==> config.mk <==
export PLATFORM = sky130hd
export DESIGN_NAME = pulse_decoder
export DESIGN_NICKNAME = d
export VERILOG_FILES = /design/src/rtl/pulse_decoder.sv
export SDC_FILE = /design/constraint.sdc
export NUM_CORES = 1
export LEC_CHECK = 0
export ABC_AREA = 0
export CAP_MARGIN = 40
export CORE_ASPECT_RATIO = 0.8
export CORE_UTILIZATION = 69
export CTS_CLUSTER_DIAMETER = 30
export DETAILED_ROUTE_END_ITERATION = 10
export DONT_BUFFER_PORTS = 1
export PLACE_DENSITY = 0.82
export SYNTH_ARGS = -nofsm -noshare
export SYNTH_HDL_FRONTEND = slang
export SYNTH_SLANG_ARGS = --single-unit
==> constraint.sdc <==
create_clock -name clk -period 6.6 [get_ports clk]
set_input_delay 0.99 -clock clk [delete_from_list [all_inputs] [get_ports clk]]
set_output_delay 0.99 -clock clk [all_outputs]
set_load 0.02 [all_outputs]
==> src/rtl/pulse_decoder.sv <==
// pulse_decoder: pulse-width decoder assembling MSB-first bytes with a valid/ready output register; optional parity check via PULSE_DEC_PARITY_EN
module pulse_decoder #(
  parameter int unsigned T_UNIT = 50000
) (
  input  logic       clk,
  input  logic       reset,
  input  logic       line_in,
  output logic [7:0] data_out,
  output logic       data_valid,
  input  logic       data_ready,
  output logic       err,
  output logic       ovf
);
`ifdef PULSE_DEC_PARITY_EN
  localparam int unsigned FRAME = 9;
`else
  localparam int unsigned FRAME = 8;
`endif
  localparam logic [31:0] LIM_BIT  = 32'(2 * T_UNIT);
  localparam logic [31:0] LIM_HIGH = 32'(5 * T_UNIT);
  localparam logic [31:0] LIM_GAP  = 32'(4 * T_UNIT);
  typedef enum logic [1:0] {IDLE, HIGH, LOW, ERR} state_t;
  state_t           state_q;
  logic             sync_q, s_q;
  logic [31:0]      count_q, count_d;
  logic [FRAME-1:0] shift_q, shift_d;
  logic [3:0]       bits_q, bits_d;
  logic [7:0]       data_q, byte_d;
  logic             valid_q, err_q, ovf_q;
  logic             done_d, byte_ok_d, accept_d;
  assign data_out   = data_q;
  assign data_valid = valid_q;
  assign err        = err_q;
  assign ovf        = ovf_q;
  // two-flop synchronizer for the asynchronous line
  always_ff @(posedge clk or negedge reset) begin
    if (!reset) begin
      sync_q <= 1'b0;
      s_q    <= 1'b0;
    end else begin
      sync_q <= line_in;
      s_q    <= sync_q;
    end
  end
  // saturating increment, pulse classification and frame completion
  always_comb begin
    count_d  = (count_q == 32'hFFFF_FFFF) ? count_q : count_q + 32'd1;
    shift_d  = {shift_q[FRAME-2:0], count_q >= LIM_BIT};
    bits_d   = bits_q + 4'd1;
    done_d   = bits_d == 4'(FRAME);
    accept_d = !valid_q || data_ready;
`ifdef PULSE_DEC_PARITY_EN
    byte_d    = shift_d[8:1];
    byte_ok_d = ~^shift_d;
`else
    byte_d    = shift_d;
    byte_ok_d = 1'b1;
`endif
  end
  // receive FSM with registered byte, handshake and error/overflow pulses
  always_ff @(posedge clk or negedge reset) begin
    if (!reset) begin
      state_q <= IDLE;
      count_q <= '0;
      shift_q <= '0;
      bits_q  <= '0;
      data_q  <= '0;
      valid_q <= 1'b0;
      err_q   <= 1'b0;
      ovf_q   <= 1'b0;
    end else begin
      err_q <= 1'b0;
      ovf_q <= 1'b0;
      if (valid_q && data_ready) valid_q <= 1'b0;
      case (state_q)
        IDLE: if (s_q) begin
          state_q <= HIGH;
          count_q <= 32'd1;
          bits_q  <= '0;
          shift_q <= '0;
        end
        HIGH: if (s_q) begin
          count_q <= count_d;
          if (count_d == LIM_HIGH) begin
            state_q <= ERR;
            err_q   <= 1'b1;
            count_q <= '0;
          end
        end else begin
          shift_q <= shift_d;
          bits_q  <= bits_d;
          count_q <= 32'd1;
          state_q <= LOW;
          if (done_d) begin
            state_q <= IDLE;
            count_q <= '0;
            if (!byte_ok_d) err_q <= 1'b1;
            else if (accept_d) begin
              data_q  <= byte_d;
              valid_q <= 1'b1;
            end else ovf_q <= 1'b1;
          end
        end
        LOW: if (s_q) begin
          state_q <= HIGH;
          count_q <= 32'd1;
        end else begin
          count_q <= count_d;
          if (count_d == LIM_GAP) begin
            state_q <= ERR;
            err_q   <= 1'b1;
            count_q <= '0;
            bits_q  <= '0;
            shift_q <= '0;
          end
        end
        ERR: if (s_q) count_q <= '0;
        else if (count_d == LIM_GAP) begin
          state_q <= IDLE;
          count_q <= '0;
        end else count_q <= count_d;
        default: state_q <= IDLE;
      endcase
    end
  end
endmodule

==> summary.md, run 1 <==
| Metric | Value |
|---|---|
| FFs w/ async S/R, synth | `100%` |
| Hold_buf cts | `0` |
| Vias in the first global route | `3301` |
| Clock power frac | `31.8%` |
| Slew headroom | `39.7%` |
| Die width | `86.8 um` |
| GRT Overall Usage | `35.4%` |
| Inserted Diodes | `0` |
| Max Buffers Root-to-Sink | `2` |
| Yosys reg bits | `58` |
| Layout cell share with drive strength beyond 1 | `10.8%` |
| Port buffer count | `0` |
| Post-Place Cells | `526` |
| Nets@finish | `471` |
| Gate power share | `30.6%` |
| Min cycle time layout | `4.61 ns` |
| # rows | `24` |
| First-pass GRT wire length | `16200 um` |
| Setup crit start kind | `flop` |
| Via count | `3633` |
| Min-delay worst type | `input pin to async pin` |
| Outcome | `finished, final reports clean` |
| Busiest grt layer | `met1` |
| Leak Pwr | `1.64 nW` |
| Int Pwr | `0.000661 W` |
| Largest net degree at the start of global routing | `59` |
| Clock Pin Slew Worst Setup and Hold Paths | `0.08 ns` |
| Die Area | `0.00606 mm^2` |
| # fillers | `401` |
| Sequential share of the synthesized area | `36.6%` |
| GP Congestion | `1.02` |
| Cts bufs inserted | `9` |
| Worst path max stage delay | `0.76 ns` |
| Top FF cell, synth | `dfrtp_1` |
| Post-route cell area | `0.00414 mm^2` |
| Pwr/cell area | `257 mW/mm^2` |
| Crit path DAT | `4.81 ns` |
| I/O Pins | `15` |
| M2 GR Usage | `46.8%` |
| Pins Over Slew Limit | `0` |
| CTS tree | `done` |
| Avg Cell Area, Syn | `8.36 um^2` |
| Max H-tree Level | `3` |
| Gate count after technology mapping | `475` |
| FF+latch area | `0.00145 mm^2` |
| Critical path class | `flop to flop` |
| DR pass1 iterations | `5` |
| Library cells used by synthesis | `64` |
| Drt drc | `0` |
| Placed Area | `0.00393 mm^2` |
| Global routing usage on met1 | `51.3%` |
| Post-synth EDFFs | `0` |
| Clock Sinks | `58` |
| Die H | `69.8 um` |
| Max cap viols | `0` |
| Least-Margin Pin Slew | `0.905 ns` |
| Worst-Skew Late Latency | `0.35 ns` |
| Fmax achieved | `217 MHz` |
| Core Area | `0.00550 mm^2` |
| Initial Utilization | `72.2%` |
| Final TNS setup | `0 ns` |
| Area of the multi-input gates | `0.00229 mm^2` |
| RSZ-0062 raised after global routing | `false` |
| Crit path cell chain | `ha_1, nand2_1, or3_1, nor3_2, nor3_1, mux2i_1, or4_4, o311ai_4, a21boi_2, buf_6, buf_4, or2b_1, a31oi_1` |
| CP endpoint kind | `flop` |
| Fin util | `75.3%` |
| Final-report setup violation count | `0` |
| DP HPWL | `7170 um` |
| Worst Skew | `0.0144 ns` |
| Yosys Warn Count | `0` |
| Clock Root Buffer | `clkbuf_8` |
| GRT overflow | `0` |
| Synthesis-to-layout area growth | `4.19%` |
| Worst Path Required | `6.80 ns` |
| Finished Layout Cells | `542` |
| Avg WL per Cell | `18.4 um` |
| Hold Fails Final Rpt | `0` |
| Final wirelength | `9960 um` |
| Sw frac | `37.8%` |
| Sequential power share | `37.6%` |
| P_sw | `0.000402 W` |
| PostCTS Resize Cnt | `0` |
| Final antenna-violating net count | `0` |
| Via density | `6.70` |
| GR Layer Usage met3 | `15.0%` |
| Maximum VDD drop | `0.254 mV` |
| Syn nets | `487` |
| Setup Buffers After CTS | `0` |
| Critical Path Fanout Max | `13` |
| Initial antenna violation count | `0` |
| DRT iter0 DRCs | `462` |
| Mapped Area | `0.00397 mm^2` |
| CP max-delay cell | `nor3_2` |
| Crit share post-route | `69.9%` |
-- synth_stat cells (9+ instances only) --
| cell type | number | share of area (%) |
|---|---|---|
| a21oi_1 | 23 | 2.9 |
| a31oi_1 | 17 | 2.7 |
| and3_1 | 11 | 1.7 |
| buf_2 | 11 | 1.4 |
| clkbuf_1 | 13 | 1.2 |
| dfrtp_1 | 58 | 37 |
| inv_1 | 14 | 1.3 |
| mux2_2 | 9 | 2.6 |
| nand2_1 | 64 | 6.1 |
| nand2b_1 | 9 | 1.4 |
| nand3_1 | 25 | 3.2 |
| nand4_1 | 10 | 1.6 |
| nor2_1 | 35 | 3.3 |
| nor3_1 | 16 | 2.0 |
| o21ai_0 | 29 | 3.7 |
-- power by group through the flow --
stage / sequential, W / combinational, W / clock [W]
3_5_place_dp: 0.000406 / 0.000316 / 0
5_1_grt: 0.000404 / 0.000354 / 0.000359
3_3_place_gp: 0.000404 / 0.000295 / 0
6_report: 0.000399 / 0.000326 / 0.000338
2_1_floorplan: 0.000399 / 0.000251 / 0
4_1_cts: 0.000399 / 0.000316 / 0.000345
-- worst paths after layout --
| kind | start | endpoint | slack, ns | cells past startpoint |
|---|---|---|---|---|
| setup / recovery | count_q[0] | count_q[17] | 1.99 | 13 |
| hold reg to reg | sync_q | s_q | 0.35 | 0 |
| setup reg to reg | count_q[0] | count_q[17] | 1.99 | 13 |
| max in group asynchronous | reset | count_q[29] | 6.16 | 0 |
| hold / removal | reset | count_q[24] | 0.32 | 0 |
| min in group clk | sync_q | s_q | 0.35 | 0 |
-- kinds of logic (layout without fill, tap and decap cells) --
group	after synthesis	count (layout)	synth area share, %
mux	12	12	3.31
simple gates	216	216	28.0
fa+ha+maj	8	8	2.52
compound gates	119	119	20.4
xor+xnor	16	16	3.53
flops	58	58	36.6
buf+inv	46	35	5.74
-- metal layers --
metal	vias to the layer above	wire [um]
li1	1701	-
met2	207	3990
met4	0	225
met3	24	1260
met1	1701	4490
met5	-	0
-- sequential cells by signal (all words and copies together), names as in the netlist --
register / cells
sync_q: 1
s_q: 1
err: 1
data_valid: 1
ovf: 1
bits_q: 4
state_q: 2
count_q: 32
data_out: 8
shift_q: 7
-- worst max-delay path, delay by kind of cell (launching register included) --
family | cells | cell delay, ns
buf+inv | 2 | 0.39
mux | 1 | 0.19
fa+ha+maj | 1 | 0.37
compound gates | 3 | 0.75
simple gates | 6 | 2.28
flops | 1 | 0.48
-- metrics by stage --
step / hold slack (ns) / setup slack, ns / total power [W]
2_1_floorplan: 0.331 / 3.26 / 0.000650
3_3_place_gp: 0.338 / 1.99 / 0.000699
3_5_place_dp: 0.340 / 2.09 / 0.000721
4_1_cts: 0.308 / 2.08 / 0.00106
5_1_grt: 0.303 / 1.76 / 0.00112
6_report: 0.321 / 1.99 / 0.00106
-- layout by cell type (no fill, tap or decap), drive strengths merged, types with 4 or more instances in the layout --
| cell type | instances |
|---|---|
| inv | 15 |
| nor3 | 17 |
| xor2 | 8 |
| dfrtp | 58 |
| nor2 | 36 |
| and4 | 8 |
| o2111ai | 4 |
| o21ai | 35 |
| o31ai | 7 |
| a21oi | 28 |
| buf | 5 |
| nor2b | 4 |
| clkbuf | 9 |
| xnor2 | 8 |
| and3 | 11 |
| a31oi | 17 |
| nand2b | 9 |
| mux2 | 9 |
| and2 | 7 |
| a211oi | 6 |
| nor4 | 7 |
| o22ai | 4 |
| nand2 | 64 |
| ha | 8 |
| nand4 | 11 |
| nand3 | 27 |
-- layout make-up --
class                      count  area share (%)
clock buffer                   9            3.00
inverter                      14            1.27
sequential                    58            35.1
timing repair buffer           5           0.998
clock inverter                 7            1.91
multi-input combinational    371            55.4
tap                           78            2.36
Power figures use the tool's default switching activity.
==> run 2: changes to the inputs <==
--- a/config.mk
+++ b/config.mk
@@ -8,11 +8,11 @@
 export ABC_AREA = 0
 export CAP_MARGIN = 40
 export CORE_ASPECT_RATIO = 0.8
-export CORE_UTILIZATION = 69
+export CORE_UTILIZATION = 64
 export CTS_CLUSTER_DIAMETER = 30
 export DETAILED_ROUTE_END_ITERATION = 10
 export DONT_BUFFER_PORTS = 1
-export PLACE_DENSITY = 0.82
+export PLACE_DENSITY = 0.77
 export SYNTH_ARGS = -nofsm -noshare
 export SYNTH_HDL_FRONTEND = slang
 export SYNTH_SLANG_ARGS = --single-unit
==> constraint.sdc (replaced) <==
create_clock -name clk -period 4.8 [get_ports clk]
set_input_delay 0.72 -clock clk [delete_from_list [all_inputs] [get_ports clk]]
set_output_delay 0.72 -clock clk [all_outputs]
set_load 0.02 [all_outputs]
==> run 2 against run 1 <==
Compared with the run above:
- critical path type unchanged
- highest routed layer unchanged
- critical path depth is 1 lower
- non-clock buffer count unchanged
- via count fell by 0.52%
- sequential share of layout area is essentially flat
- total power rose by 39%
- cell area about the same
- critical endpoint is now bits_q[3]
- combinational power rose by 34%
- fmax grew 8.4%
- sequential power is 38% higher
- hold slack got worse by 0.26 ns
- clock skew down 0.0062 ns
- final cell count is 0.37% higher
==> summary.md, run 2 (synthesis results as in run 1) <==
| Metric | Value |
|---|---|
| Outcome | `finished, final reports clean (unchanged)` |
| Final-report setup violation count | `0 (unchanged)` |
| Most frequent cells in the layout | `nand2_1 (64), dfrtp_1 (58), nor2_1 (35), o21ai_0 (28), nand3_1 (25) (unchanged)` |
| Cts bufs inserted | `9 (unchanged)` |
| CP endpoint kind | `flop (unchanged)` |
| Worst Path Required | `5.09 ns (was 6.80 ns)` |
| Sequential power share | `37.1% (was 37.6%)` |
| P_sw | `0.000535 W (was 0.000402 W)` |
| Via density | `6.64 (was 6.70)` |
| Placed Area | `0.00393 mm^2 (unchanged)` |
| CTS tree | `done (unchanged)` |
| Core Area | `0.00594 mm^2 (was 0.00550 mm^2)` |
| Pins Over Slew Limit | `0 (unchanged)` |
| Drt drc | `0 (unchanged)` |
| Min-delay worst type | `input pin to async pin (unchanged)` |
| # rows | `25 (was 24)` |
| Int Pwr | `0.000944 W (was 0.000661 W)` |
| Die H | `72.4 um (was 69.8 um)` |
| PostCTS Resize Cnt | `0 (unchanged)` |
| Slew headroom | `40.1% (was 39.7%)` |
| GP Congestion | `1.01 (was 1.02)` |
| Crit share post-route | `88.6% (was 69.9%)` |
| Clock Sinks | `58 (unchanged)` |
| Crit path DAT | `4.54 ns (was 4.81 ns)` |
| Max Buffers Root-to-Sink | `2 (unchanged)` |
| Min cycle time layout | `4.26 ns (was 4.61 ns)` |
| Final antenna-violating net count | `0 (unchanged)` |
| I/O Pins | `15 (unchanged)` |
| Critical Path Fanout Max | `21 (was 13)` |
| Critical path class | `flop to flop (unchanged)` |
| Hold_buf cts | `0 (unchanged)` |
| Synthesis-to-layout area growth | `4.29% (was 4.19%)` |
| Pwr/cell area | `357 mW/mm^2 (was 257 mW/mm^2)` |
| DR pass1 iterations | `5 (unchanged)` |
| Largest net degree at the start of global routing | `59 (unchanged)` |
| Avg WL per Cell | `18.6 um (was 18.4 um)` |
| Port buffer count | `0 (unchanged)` |
| Die Area | `0.00652 mm^2 (was 0.00606 mm^2)` |
| Most common cell after layout, fill and taps aside | `nand2_1 (unchanged)` |
| Worst Skew | `0.00821 ns (was 0.0144 ns)` |
| Max H-tree Level | `3 (unchanged)` |
| # fillers | `452 (was 401)` |
| Hold Fails Final Rpt | `0 (unchanged)` |
| Largest reg by FF count | `count_q (unchanged)` |
| Vias in the first global route | `3155 (was 3301)` |
| Post-route cell area | `0.00414 mm^2 (about the same)` |
| Max reg flops | `32 (unchanged)` |
| Clock Root Buffer | `clkbuf_8 (unchanged)` |
| Inserted Diodes | `0 (unchanged)` |
| First-pass GRT wire length | `16300 um (was 16200 um)` |
| Setup Buffers After CTS | `0 (unchanged)` |
| Final wirelength | `10100 um (was 9960 um)` |
| Gate power share | `29.6% (was 30.6%)` |
| Setup crit start kind | `flop (unchanged)` |
| Clock power frac | `33.2% (was 31.8%)` |
| RSZ-0062 raised after global routing | `false (unchanged)` |
| Via count | `3614 (was 3633)` |
| Initial antenna violation count | `0 (unchanged)` |
| Worst-Skew Late Latency | `0.35 ns (about the same)` |
| Least-Margin Pin Slew | `0.899 ns (was 0.905 ns)` |
| GRT overflow | `0 (unchanged)` |
| Initial Utilization | `66.8% (was 72.2%)` |
| Leak Pwr | `1.66 nW (was 1.64 nW)` |
| Final TNS setup | `0 ns (unchanged)` |
| DRT iter0 DRCs | `555 (was 462)` |
| GRT Overall Usage | `32.6% (was 35.4%)` |
| Max cap viols | `0 (unchanged)` |
| Die width | `90.0 um (was 86.8 um)` |
| Maximum VDD drop | `0.415 mV (was 0.254 mV)` |
| Clock Pin Slew Worst Setup and Hold Paths | `0.07 ns (was 0.08 ns)` |
| Fmax achieved | `235 MHz (was 217 MHz)` |
| DP HPWL | `7080 um (was 7170 um)` |
| Layout cell share with drive strength beyond 1 | `10.6% (was 10.8%)` |
| Final hold slack | `0.0562 ns (was 0.321 ns)` |
| Nets@finish | `471 (unchanged)` |
| Sw frac | `36.2% (was 37.8%)` |
-- run 2: routing by layer --
metal  vias up  wire length (um)  GRT usage (%)  share of wire, %
met3        16              1180           10.2                12
met2       197              4030           43.9                40
li1       1694                 -              -                 -
met1      1707              4760           49.8                47
met4         0               136           9.68               1.3
met5         -                 0              0                 0
-- run 2: metrics by stage --
| stage | utilization [%] | setup WS (ns) | cells | total power [W] |
|---|---|---|---|---|
| final | 69.6 | 0.545 | 544 | 0.00148 |
| after global routing | 69.6 | 0.159 | 544 | 0.00154 |
| after CTS | 69.6 | 0.656 | 544 | 0.00147 |
| after detailed placement | 66.2 | 0.647 | 529 | 0.000983 |
| after global placement | 66.2 | 0.809 | 529 | 0.000964 |
| after floorplan | - | 1.46 | 475 | 0.000894 |
-- run 2: worst paths after layout --
check,start,end,slack [ns],depth (start not counted)
max in group asynchronous,reset,count_q[1],4.66,0
worst min-delay path,reset,count_q[17],0.06,0
worst max-delay path,count_q[0],bits_q[3],0.54,12
min in group clk,sync_q,s_q,0.35,0
worst max register to register,count_q[0],bits_q[3],0.54,12
worst min register to register,sync_q,s_q,0.35,0
-- run 2: power groups by stage --
stage               Combinational, W  Sequential, W  Clock [W]
finish                      0.000438       0.000549   0.000491
global placement            0.000409       0.000555          0
detailed placement          0.000425       0.000558          0
global route                0.000482       0.000553   0.000510
CTS                         0.000430       0.000548   0.000491
floorplan                   0.000345       0.000549          0
-- run 2: worst max-delay path: stages, from the launching register on --
cell,delay (ns)
dfrtp_1,0.47
ha_1,0.35
nand2_1,0.12
nor3_1,0.54
nand3_1,0.58
nand4_1,0.29
xor2_1,0.24
o2111ai_1,0.23
nor4_1,0.50
o21ai_1,0.10
buf_4,0.21
or4_1,0.47
nand3_1,0.09
-- run 2: area by class of cell --
class,count,area [um^2],share of cell area (%)
multi-input cells,371,2290,55.3
flip-flops and latches,58,1450,35.1
clock buffers,9,124,2.99
well taps,81,101,2.45
clock inverters,6,82.6,2.00
inverters,14,52.6,1.27
repair buffers,5,37.5,0.907
